--- config.mk ---
export PLATFORM = sky130hd
export DESIGN_NAME = decoder_scan
export DESIGN_NICKNAME = d
export VERILOG_FILES = /design/src/rtl/decoder_scan_pkg.sv /design/src/rtl/decoder_scan_prescaler.sv /design/src/rtl/decoder_scan.sv
export SDC_FILE = /design/constraint.sdc
export NUM_CORES = 1
export LEC_CHECK = 0
export CAP_MARGIN = 20
export CELL_PAD_IN_SITES_DETAIL_PLACEMENT = 1
export CELL_PAD_IN_SITES_GLOBAL_PLACEMENT = 1
export CORE_AREA = 2 2 65 92
export DETAILED_ROUTE_END_ITERATION = 16
export DIE_AREA = 0 0 67 94
export GPL_ROUTABILITY_DRIVEN = 0
export HOLD_SLACK_MARGIN = 0.15
export PLACE_DENSITY_LB_ADDON = 0.1
export SLEW_MARGIN = 20
export SYNTH_ARGS = -nofsm -noshare
export SYNTH_HDL_FRONTEND = slang
export SYNTH_HIERARCHICAL = 1
export SYNTH_SLANG_ARGS = --single-unit
--- constraint.sdc ---
create_clock -name clk -period 3.9 [get_ports clk]
set_input_delay 0.78 -clock clk [delete_from_list [all_inputs] [get_ports clk]]
set_output_delay 0.78 -clock clk [all_outputs]
set_load 0.05 [all_outputs]
--- src/rtl/decoder_scan_pkg.sv ---
// Shared mode encodings and LED pattern helpers for the select/scan decoder.
// Patterns are built at full helper width and truncated to OUT_W by the caller.
package decoder_pkg;

    localparam logic [1:0] MODE_DIRECT = 2'b00;
    localparam logic [1:0] MODE_UP     = 2'b01;
    localparam logic [1:0] MODE_DOWN   = 2'b10;
    localparam logic [1:0] MODE_FREEZE = 2'b11;

    // Helpers cover select widths up to 8 bits (256 LEDs).
    localparam int MAX_OUT_W = 256;

    function automatic logic [MAX_OUT_W-1:0] off_pattern(input logic active_low);
        return active_low ? {MAX_OUT_W{1'b1}} : {MAX_OUT_W{1'b0}};
    endfunction

    function automatic logic [MAX_OUT_W-1:0] on_pattern(input logic active_low,
                                                        input logic [7:0] idx);
        return off_pattern(active_low) ^ (MAX_OUT_W'(1) << idx);
    endfunction

endpackage

--- src/rtl/decoder_scan_prescaler.sv ---
// Scan-step prescaler: tick is high combinationally on the last cycle of each DIV-cycle period.
// clear restarts the period; when run is low the count holds.
module scan_prescaler #(
    parameter int DIV = 100_000_000
) (
    input  logic clk,
    input  logic rst,
    input  logic run,
    input  logic clear,
    output logic tick
);

    localparam int PW = (DIV > 1) ? $clog2(DIV) : 1;
    localparam logic [PW-1:0] LAST = PW'(DIV - 1);

    logic [PW-1:0] cnt_q;
    logic [PW-1:0] cnt_d;
    logic          at_last;

    // With DIV==1, LAST is 0 and the counter never leaves 0, so tick tracks run.
    assign at_last = (cnt_q == LAST);
    assign tick    = run && at_last;

    always_comb begin
        cnt_d = cnt_q;
        if (clear) begin
            cnt_d = '0;
        end else if (run) begin
            cnt_d = at_last ? '0 : cnt_q + PW'(1);
        end
    end

    always_ff @(posedge clk) begin
        if (!rst) begin
            cnt_q <= '0;
        end else begin
            cnt_q <= cnt_d;
        end
    end

endmodule

--- src/rtl/decoder_scan.sv ---
// Enable-gated one-hot/one-cold LED decoder with direct, scan up/down and freeze modes.
// All outputs registered: led/index follow switch one cycle later; step pulses with each scan move.
module decoder_scan
    import decoder_pkg::*;
#(
    parameter int              SEL_W      = 3,
    parameter int              EN_W       = 3,
    parameter logic [EN_W-1:0] EN_MATCH   = EN_W'(3'b100),
    parameter bit              ACTIVE_LOW = 1'b1,
    parameter int              DIV        = 100_000_000,
    localparam int             OUT_W      = 2 ** SEL_W
) (
    input  logic             clk,
    input  logic             rst,
    input  logic [EN_W-1:0]  enable,
    input  logic [SEL_W-1:0] switch,
    input  logic [1:0]       mode,
    output logic [OUT_W-1:0] led,
    output logic [SEL_W-1:0] index,
    output logic             step
);

    localparam logic [OUT_W-1:0] LED_OFF = OUT_W'(off_pattern(ACTIVE_LOW));

    logic [OUT_W-1:0] led_q;
    logic [SEL_W-1:0] index_q;
    logic [SEL_W-1:0] index_d;
    logic [1:0]       mode_q;
    logic             step_q;

    logic enabled;
    logic is_scan;
    logic was_scan;
    logic entry;
    logic run;
    logic clear;
    logic tick;

    assign enabled  = (enable == EN_MATCH);
    assign is_scan  = (mode == MODE_UP) || (mode == MODE_DOWN);
    assign was_scan = (mode_q == MODE_UP) || (mode_q == MODE_DOWN);
    assign entry    = is_scan && !was_scan;
    // A direction flip also restarts the period, but keeps the index.
    assign run      = enabled && is_scan && (mode == mode_q);
    assign clear    = enabled && ((mode == MODE_DIRECT) || (is_scan && (mode != mode_q)));

    scan_prescaler #(
        .DIV (DIV)
    ) u_prescaler (
        .clk   (clk),
        .rst   (rst),
        .run   (run),
        .clear (clear),
        .tick  (tick)
    );

    always_comb begin
        index_d = index_q;
        if ((mode == MODE_DIRECT) || entry) begin
            index_d = switch;
        end else if (tick) begin
            index_d = (mode == MODE_UP) ? index_q + SEL_W'(1) : index_q - SEL_W'(1);
        end
    end

    always_ff @(posedge clk) begin
        if (!rst) begin
            led_q   <= LED_OFF;
            index_q <= '0;
            mode_q  <= MODE_DIRECT;
            step_q  <= 1'b0;
        end else if (!enabled) begin
            led_q  <= LED_OFF;
            step_q <= 1'b0;
        end else begin
            mode_q  <= mode;
            index_q <= index_d;
            led_q   <= OUT_W'(on_pattern(ACTIVE_LOW, 8'(index_d)));
            step_q  <= tick;
        end
    end

    assign led   = led_q;
    assign index = index_q;
    assign step  = step_q;

endmodule
==> impl_results.md, run 1 <==
* Syn nets at around 240
* Cts hold-fix bufs at 0
* Layout cell share with drive strength beyond 1 at between 10% and 20%
* Max-cap violations at 0
* PnR worst setup slack at 301 ps
* Max incr delay on CP at about 570 ps
* DRT iter0 DRCs at 59
* Clock latency on the worst-skew pair at about 290 ps
* Syn. warnings at 6
* Worst r2r path cells at 9
* Clk slew on worst S/H paths at ~70 ps
* Pwr Density at between 300 and 400 nW/um^2
* Flop2flop setup slack at 880 ps
* Most used cell, CP: or4_1
* Via Count at 1741
* Total wire length at between 4000 and 5000 um
* Final TNS setup at 0 ps
* Drt via density at 5.31
* Clock Skew at approximately 5.6 ps
* Relative slew slack at between 60% and 70%
* WP data required at between 4000 and 5000 ps
* Multi-input gate area at between 1000 and 1500 um^2
* Clock root buffer: clkbuf_8
* Async SR Flop Fraction at 0%
* FP Rows at 32
* # H-tree levels at 2
* Vias in the first global route at about 1800
* Hold depth at 2
* Setup Buffers After CTS at 0
* CORE AREA at approximately 5400 um^2
* Largest net degree at the start of global routing at 16
* CP Capture Type: register
* NumNets Final at roughly 270
* Maximum vdd drop at 131 uV
* Final setup violation count at 0
* Syn Inst Count at 222
* Tightest Pin Transition at around 570 ps
* Final ANT Viol Nets at 0
* Post-synthesis cell type count at between 40 and 50
* RSZ-0062 raised after global routing: no
* Worst Path Buf+Inv at 3
* Drt drc at 0
* First-pass detailed-route iteration total at 5
* DR WL/cell at between 10 and 15 um
* Inserted Clock Buffers at 5
* Mapped cell area at roughly 2000 um^2
* Part of the Yosys area used for sequential elements at 40.5%
* Status: completed
* Worst min path class: register to register
* Initial antenna violation count at 0
* R2r startpoint: u_prescaler/cnt_q[10]
* # fillers at 659
* Post-Syn Area per Cell at 9.12 um^2
* Final core utilization at 46.1%
* RR Endpoint: led[6]
* Post-synth EDFFs at 0
* Yosys reg bits at around 40
* Pre-CTS WS at -65.0 ps
* Worst path slowest cell: or4_1
* CP Max Fanout at 7
* Detailed placement HPWL at about 3700 um
* Global-route wire length before repair at around 8200 um
* Final Cycle Share at between 90% and 100%
* Hold Path Sink: u_prescaler/cnt_q[24]
* Area growth syn-to-layout at 24.0%
* FF+latch area at between 800 and 900 um^2
* CP Launch Type: primary input
* Main synth FF type: dfxtp_1
* Maximum clock path buffer count at 2
* Tmin final at between 3000 and 4000 ps
* I/O Pins at 22
* Crit-path cells: clkdlybuf4s50_1 > inv_1 > ha_1 > nand2_1 > nor3_2 > nand3_2 > or4_1 > nor2_1 > buf_4 > nand2b_1 > o2bb2ai_1 > o22ai_2 > or4_1
* Cell area after layout at between 2000 and 3000 um^2
* Fin. Hold Viols at 0
* Static leakage at a little over 0.9 nW
* Die height at 94 um
* Max Slew Vio Count at 0
* Hold path start: u_prescaler/cnt_q[24]
* GRT Util Overall at 17.1%
* Critical Path AT at around 3800 ps
* Die area at about 6300 um^2
* N_diodes at 0
* FMAX at approximately 280 MHz
* DIE WIDTH at roughly 67 um
* Gr ovfl total at 0
* I/O Buffers at 21
* CP Class: primary input to register
* CTS sink cnt at 41
* Dpl cell area at around 2400 um^2
* CTS tree: yes
* Initial Util at between 30 and 40%
* CP delay by family, top: simple AND/OR/NAND/NOR gates
sequential cells by signal (all words and copies together), names as in the netlist:
name,flops
mode_q,2
index,3
u_prescaler/cnt_q,27
led,8
step,1
metrics by stage:
step | hold WS [ps] | total power, W | cells
3_3_place_gp | 507 | 0.000519 | 320
4_1_cts | 539 | 0.000877 | 328
3_5_place_dp | 523 | 0.000519 | 320
5_1_grt | 573 | 0.000899 | 328
6_report | 531 | 0.000861 | 328
2_1_floorplan | 472 | 0.000484 | 222
placed cells by master, fill, tap and decap left out, types with 4 or more instances in the layout:
cell	count
buf_4	14
clkbuf_8	6
clkdlybuf4s50_1	21
dfxtp_1	41
inv_1	7
mux2i_1	5
nand2_1	18
nand3_1	15
nand4_1	11
nor2_1	30
nor2b_1	4
nor3_1	4
or4_1	7
xnor2_1	7
xor2_1	19
layer usage:
layer	vias to the layer above	global-route usage (%)	routed length (um)
met5	-	0	0
met4	0	8.84	102
met3	6	3.36	131
met2	29	31.4	2730
met1	850	17.8	1910
li1	856	-	-
repair_timing:
item                                    in CTS  in global routing
endpoints found under the setup margin       0                  1
endpoints found under the hold margin        0                  0
resized for setup                            0                  1
cells by family after synthesis:
group           synth area share, %
simple gates                   31.8
flops                          40.5
xor+xnor                       12.1
compound gates                 6.06
buf+inv                        3.09
mux                            3.58
fa+ha+maj                      2.84
layout make-up:
cell class	count	share of cell area, %
clock buffers	7	3.44
clock inverters	1	1.20
inverters	7	1.05
multi-input cells	169	45.7
flip-flops and latches	41	32.7
well taps	68	3.39
repair buffers	35	12.6
worst min-delay path: stages, from the launching register on:
cell	delay, ps
dfxtp_1	350
nand4_1	80
nand3_1	50
synthesized netlist by cell type, types with 4 or more instances:
library cell	number	area, um^2
nor2_1	30	113
mux2i_1	5	50.1
xnor2_1	7	61.3
or4_1	7	52.6
nor2b_1	4	25.0
nor3_1	5	25.0
dfxtp_1	41	821
xor2_1	19	166
inv_1	7	26.3
nand4_1	11	68.8
nand3_1	15	75.1
nand2_1	18	67.6
where the power goes:
part / switching (W) / total (W) / leakage (nW) / internal (W)
registers: 0.00000311 / 0.000424 / 0.331 / 0.000421
clock network: 0.000144 / 0.000353 / 0.0585 / 0.000209
logic: 0.0000462 / 0.0000843 / 0.523 / 0.0000382
how the worst max path moves through the flow:
| stage | startpoint | end | depth (start not counted) |
|---|---|---|---|
| 2_1_floorplan | enable[1] | led[4] | 11 |
| 3_3_place_gp | mode[1] | led[5] | 13 |
| 3_5_place_dp | mode[1] | led[6] | 13 |
| 4_1_cts | mode[1] | led[6] | 13 |
| 5_1_grt | mode[1] | led[6] | 13 |
| 6_report | mode[1] | led[6] | 13 |
Note: power is estimated with default switching activity, not from simulation.
==> inputs of run 2 (changes only) <==
CORE_AREA = 2 2 61 87   (was 2 2 65 92)
DIE_AREA = 0 0 63 89   (was 0 0 67 94)
DONT_BUFFER_PORTS = 1   (was unset)
==> run 2 against run 1 <==
Against the previous run: combinational power decreased by 36%; sequential share of layout area increased by 4.0 points; clock-buffer cell count decreased by 1; core utilization increased by 0.76 points; highest routed layer unchanged; routed wire length decreased by 1.0%; worst setup slack improved by 200 ps; global-route usage increased by 1.8 points.
==> impl_results.md, run 2 (synthesis results as in run 1) <==
* Most common cell after layout, fill and taps aside: dfxtp_1
* Die area at 5610 um^2
* Drt via density at approximately 5.5
* Worst min path class: register to register
* NetSw at about 0.00020 W
* Maximum vdd drop at approximately 200 uV
* RSZ-0062 raised after global routing: no
* Gr ovfl total at 0
* Global-route wire length before repair at slightly above 8000 um
* Hold path start: u_prescaler/cnt_q[23]
* Clock root buffer: clkbuf_8
* Switching Fraction at between 20% and 30%
* NumNets Final at ~240
* # fillers at 574
* Largest reg by FF count: u_prescaler/cnt_q
* Max-cap violations at 0
* Clock Power Share at between 40% and 50%
* Hold depth at 2
* Setup Buffers After CTS at 0
* Most used cell, CP: or4_1
* Most frequent cells in the layout: 41 x dfxtp_1, 30 x nor2_1, 19 x xor2_1
* Drt drc at 0
* Clk slew on worst S/H paths at 80 ps
* Pwr Density at between 300 and 400 nW/um^2
* RR Endpoint: led[7]
* Largest net degree at the start of global routing at 14
* CTS tree: yes
* DIE WIDTH at between 60 and 70 um
* DR WL/cell at approximately 16 um
* FMAX at a little under 300 MHz
* Crit-path cells: inv_1 > ha_1 > nand2_1 > nor3_1 > nand3_2 > or4_1 > nor2_1 > nand2b_1 > o2bb2ai_1 > o22ai_2 > or4_1
* Post-CTS sizing at 0
* Hold Path Sink: u_prescaler/cnt_q[23]
* CP Capture Type: register
* First-pass detailed-route iteration total at 4
* Max reg flops at 27
* DRT iter0 DRCs at 45
* Flop2flop setup slack at approximately 770 ps
* Tightest Pin Transition at around 600 ps
* Fin. Hold Viols at 0
* Die height at about 89 um
* Vias in the first global route at 1765
* Worst r2r path cells at 8
* Clock Skew at 7.12 ps
* Initial Util at a little over two fifths
* Static leakage at roughly 0.79 nW
* Tmin final at 3390 ps
* I/O Pins at 22
* Final setup violation count at 0
* Via Count at between 1500 and 2000
* Cts hold-fix bufs at 0
* Clock latency on the worst-skew pair at ~290 ps
* Final Cycle Share at between 80 and 90%
* CP Launch Type: primary input
* Reg power frac at 51.0%
* Final TNS setup at 0 ps
* CORE AREA at 4770 um^2
* FP Rows at 30
* Detailed placement HPWL at roughly 3700 um
* Status: completed
* Area growth syn-to-layout at 10.3%
* Pint at between 0.0006 and 0.0007 W
* CP Class: primary input to register
* I/O Buffers at 0
* Max Slew Vio Count at 0
* Critical Path AT at 3560 ps
* GRT Util Overall at a little under a fifth
* Worst path slowest cell: or4_1
* Maximum clock path buffer count at 2
* R2r startpoint: u_prescaler/cnt_q[10]
* Cell area after layout at roughly 2200 um^2
* Total wire length at around 4800 um
* Max incr delay on CP at 560 ps
* Initial antenna violation count at 0
* CP Max Fanout at 9
* Power share of the combinational group at around 6.4%
* # H-tree levels at 2
* Inserted Clock Buffers at 5
* Layout cell share with drive strength beyond 1 at a little under an eighth
* N_diodes at 0
* Dpl cell area at approximately 2100 um^2
* CTS sink cnt at 41
* WP data required at 4070 ps
* Relative slew slack at approximately three fifths
* Final ANT Viol Nets at 0
-- run 2: metrics by stage --
step	std cells	total power [W]	hold WS, ps	setup slack (ps)	util [%]
after floorplan	222	0.000484	472	55.2	-
after detailed placement	287	0.000495	516	179	44.3
after CTS	295	0.000860	535	499	46.9
after global routing	295	0.000881	576	279	46.9
after global placement	287	0.000492	492	300	44.3
final	295	0.000846	534	506	46.9
-- run 2: cell type report --
cell class	count	area [um^2]	share of cell area [%]
Timing Repair Buffer	6	45.0	2.02
Tap cell	64	80.1	3.59
Multi-Input combinational cell	169	1140	51.1
Clock inverter	2	37.5	1.68
Clock buffer	6	82.6	3.70
Sequential cell	41	821	36.8
Inverter	7	26.3	1.18
-- run 2: worst max-delay path, delay by kind of cell --
family | cells | cell delay (ps)
fa+ha+maj | 1 | 370
simple gates | 7 | 2020
buf+inv | 1 | 40
compound gates | 2 | 340
-- run 2: power groups by stage --
stage	Sequential [W]	Clock, W	Combinational (W)
2_1_floorplan	0.000441	0	0.0000430
3_3_place_gp	0.000441	0	0.0000509
3_5_place_dp	0.000442	0	0.0000538
4_1_cts	0.000432	0.000374	0.0000540
5_1_grt	0.000432	0.000390	0.0000590
6_report	0.000432	0.000361	0.0000538
-- run 2: worst max path at each step --
stage / from / slack [ps] / cells after the start / endpoint
after floorplan: enable[1] / 60 / 11 / led[4]
after global placement: mode[1] / 300 / 11 / led[7]
after detailed placement: mode[1] / 180 / 11 / led[7]
after CTS: mode[1] / 500 / 11 / led[7]
after global routing: mode[1] / 280 / 11 / led[7]
final: mode[1] / 510 / 11 / led[7]
-- run 2: per-layer routing --
metal | GRT usage [%] | up-vias | wire length (um)
li1 | - | 795 | -
met1 | 18.4 | 790 | 1830
met2 | 38.8 | 26 | 2790
met3 | 3.78 | 4 | 138
met4 | 7.27 | 0 | 55
met5 | 0 | - | 0
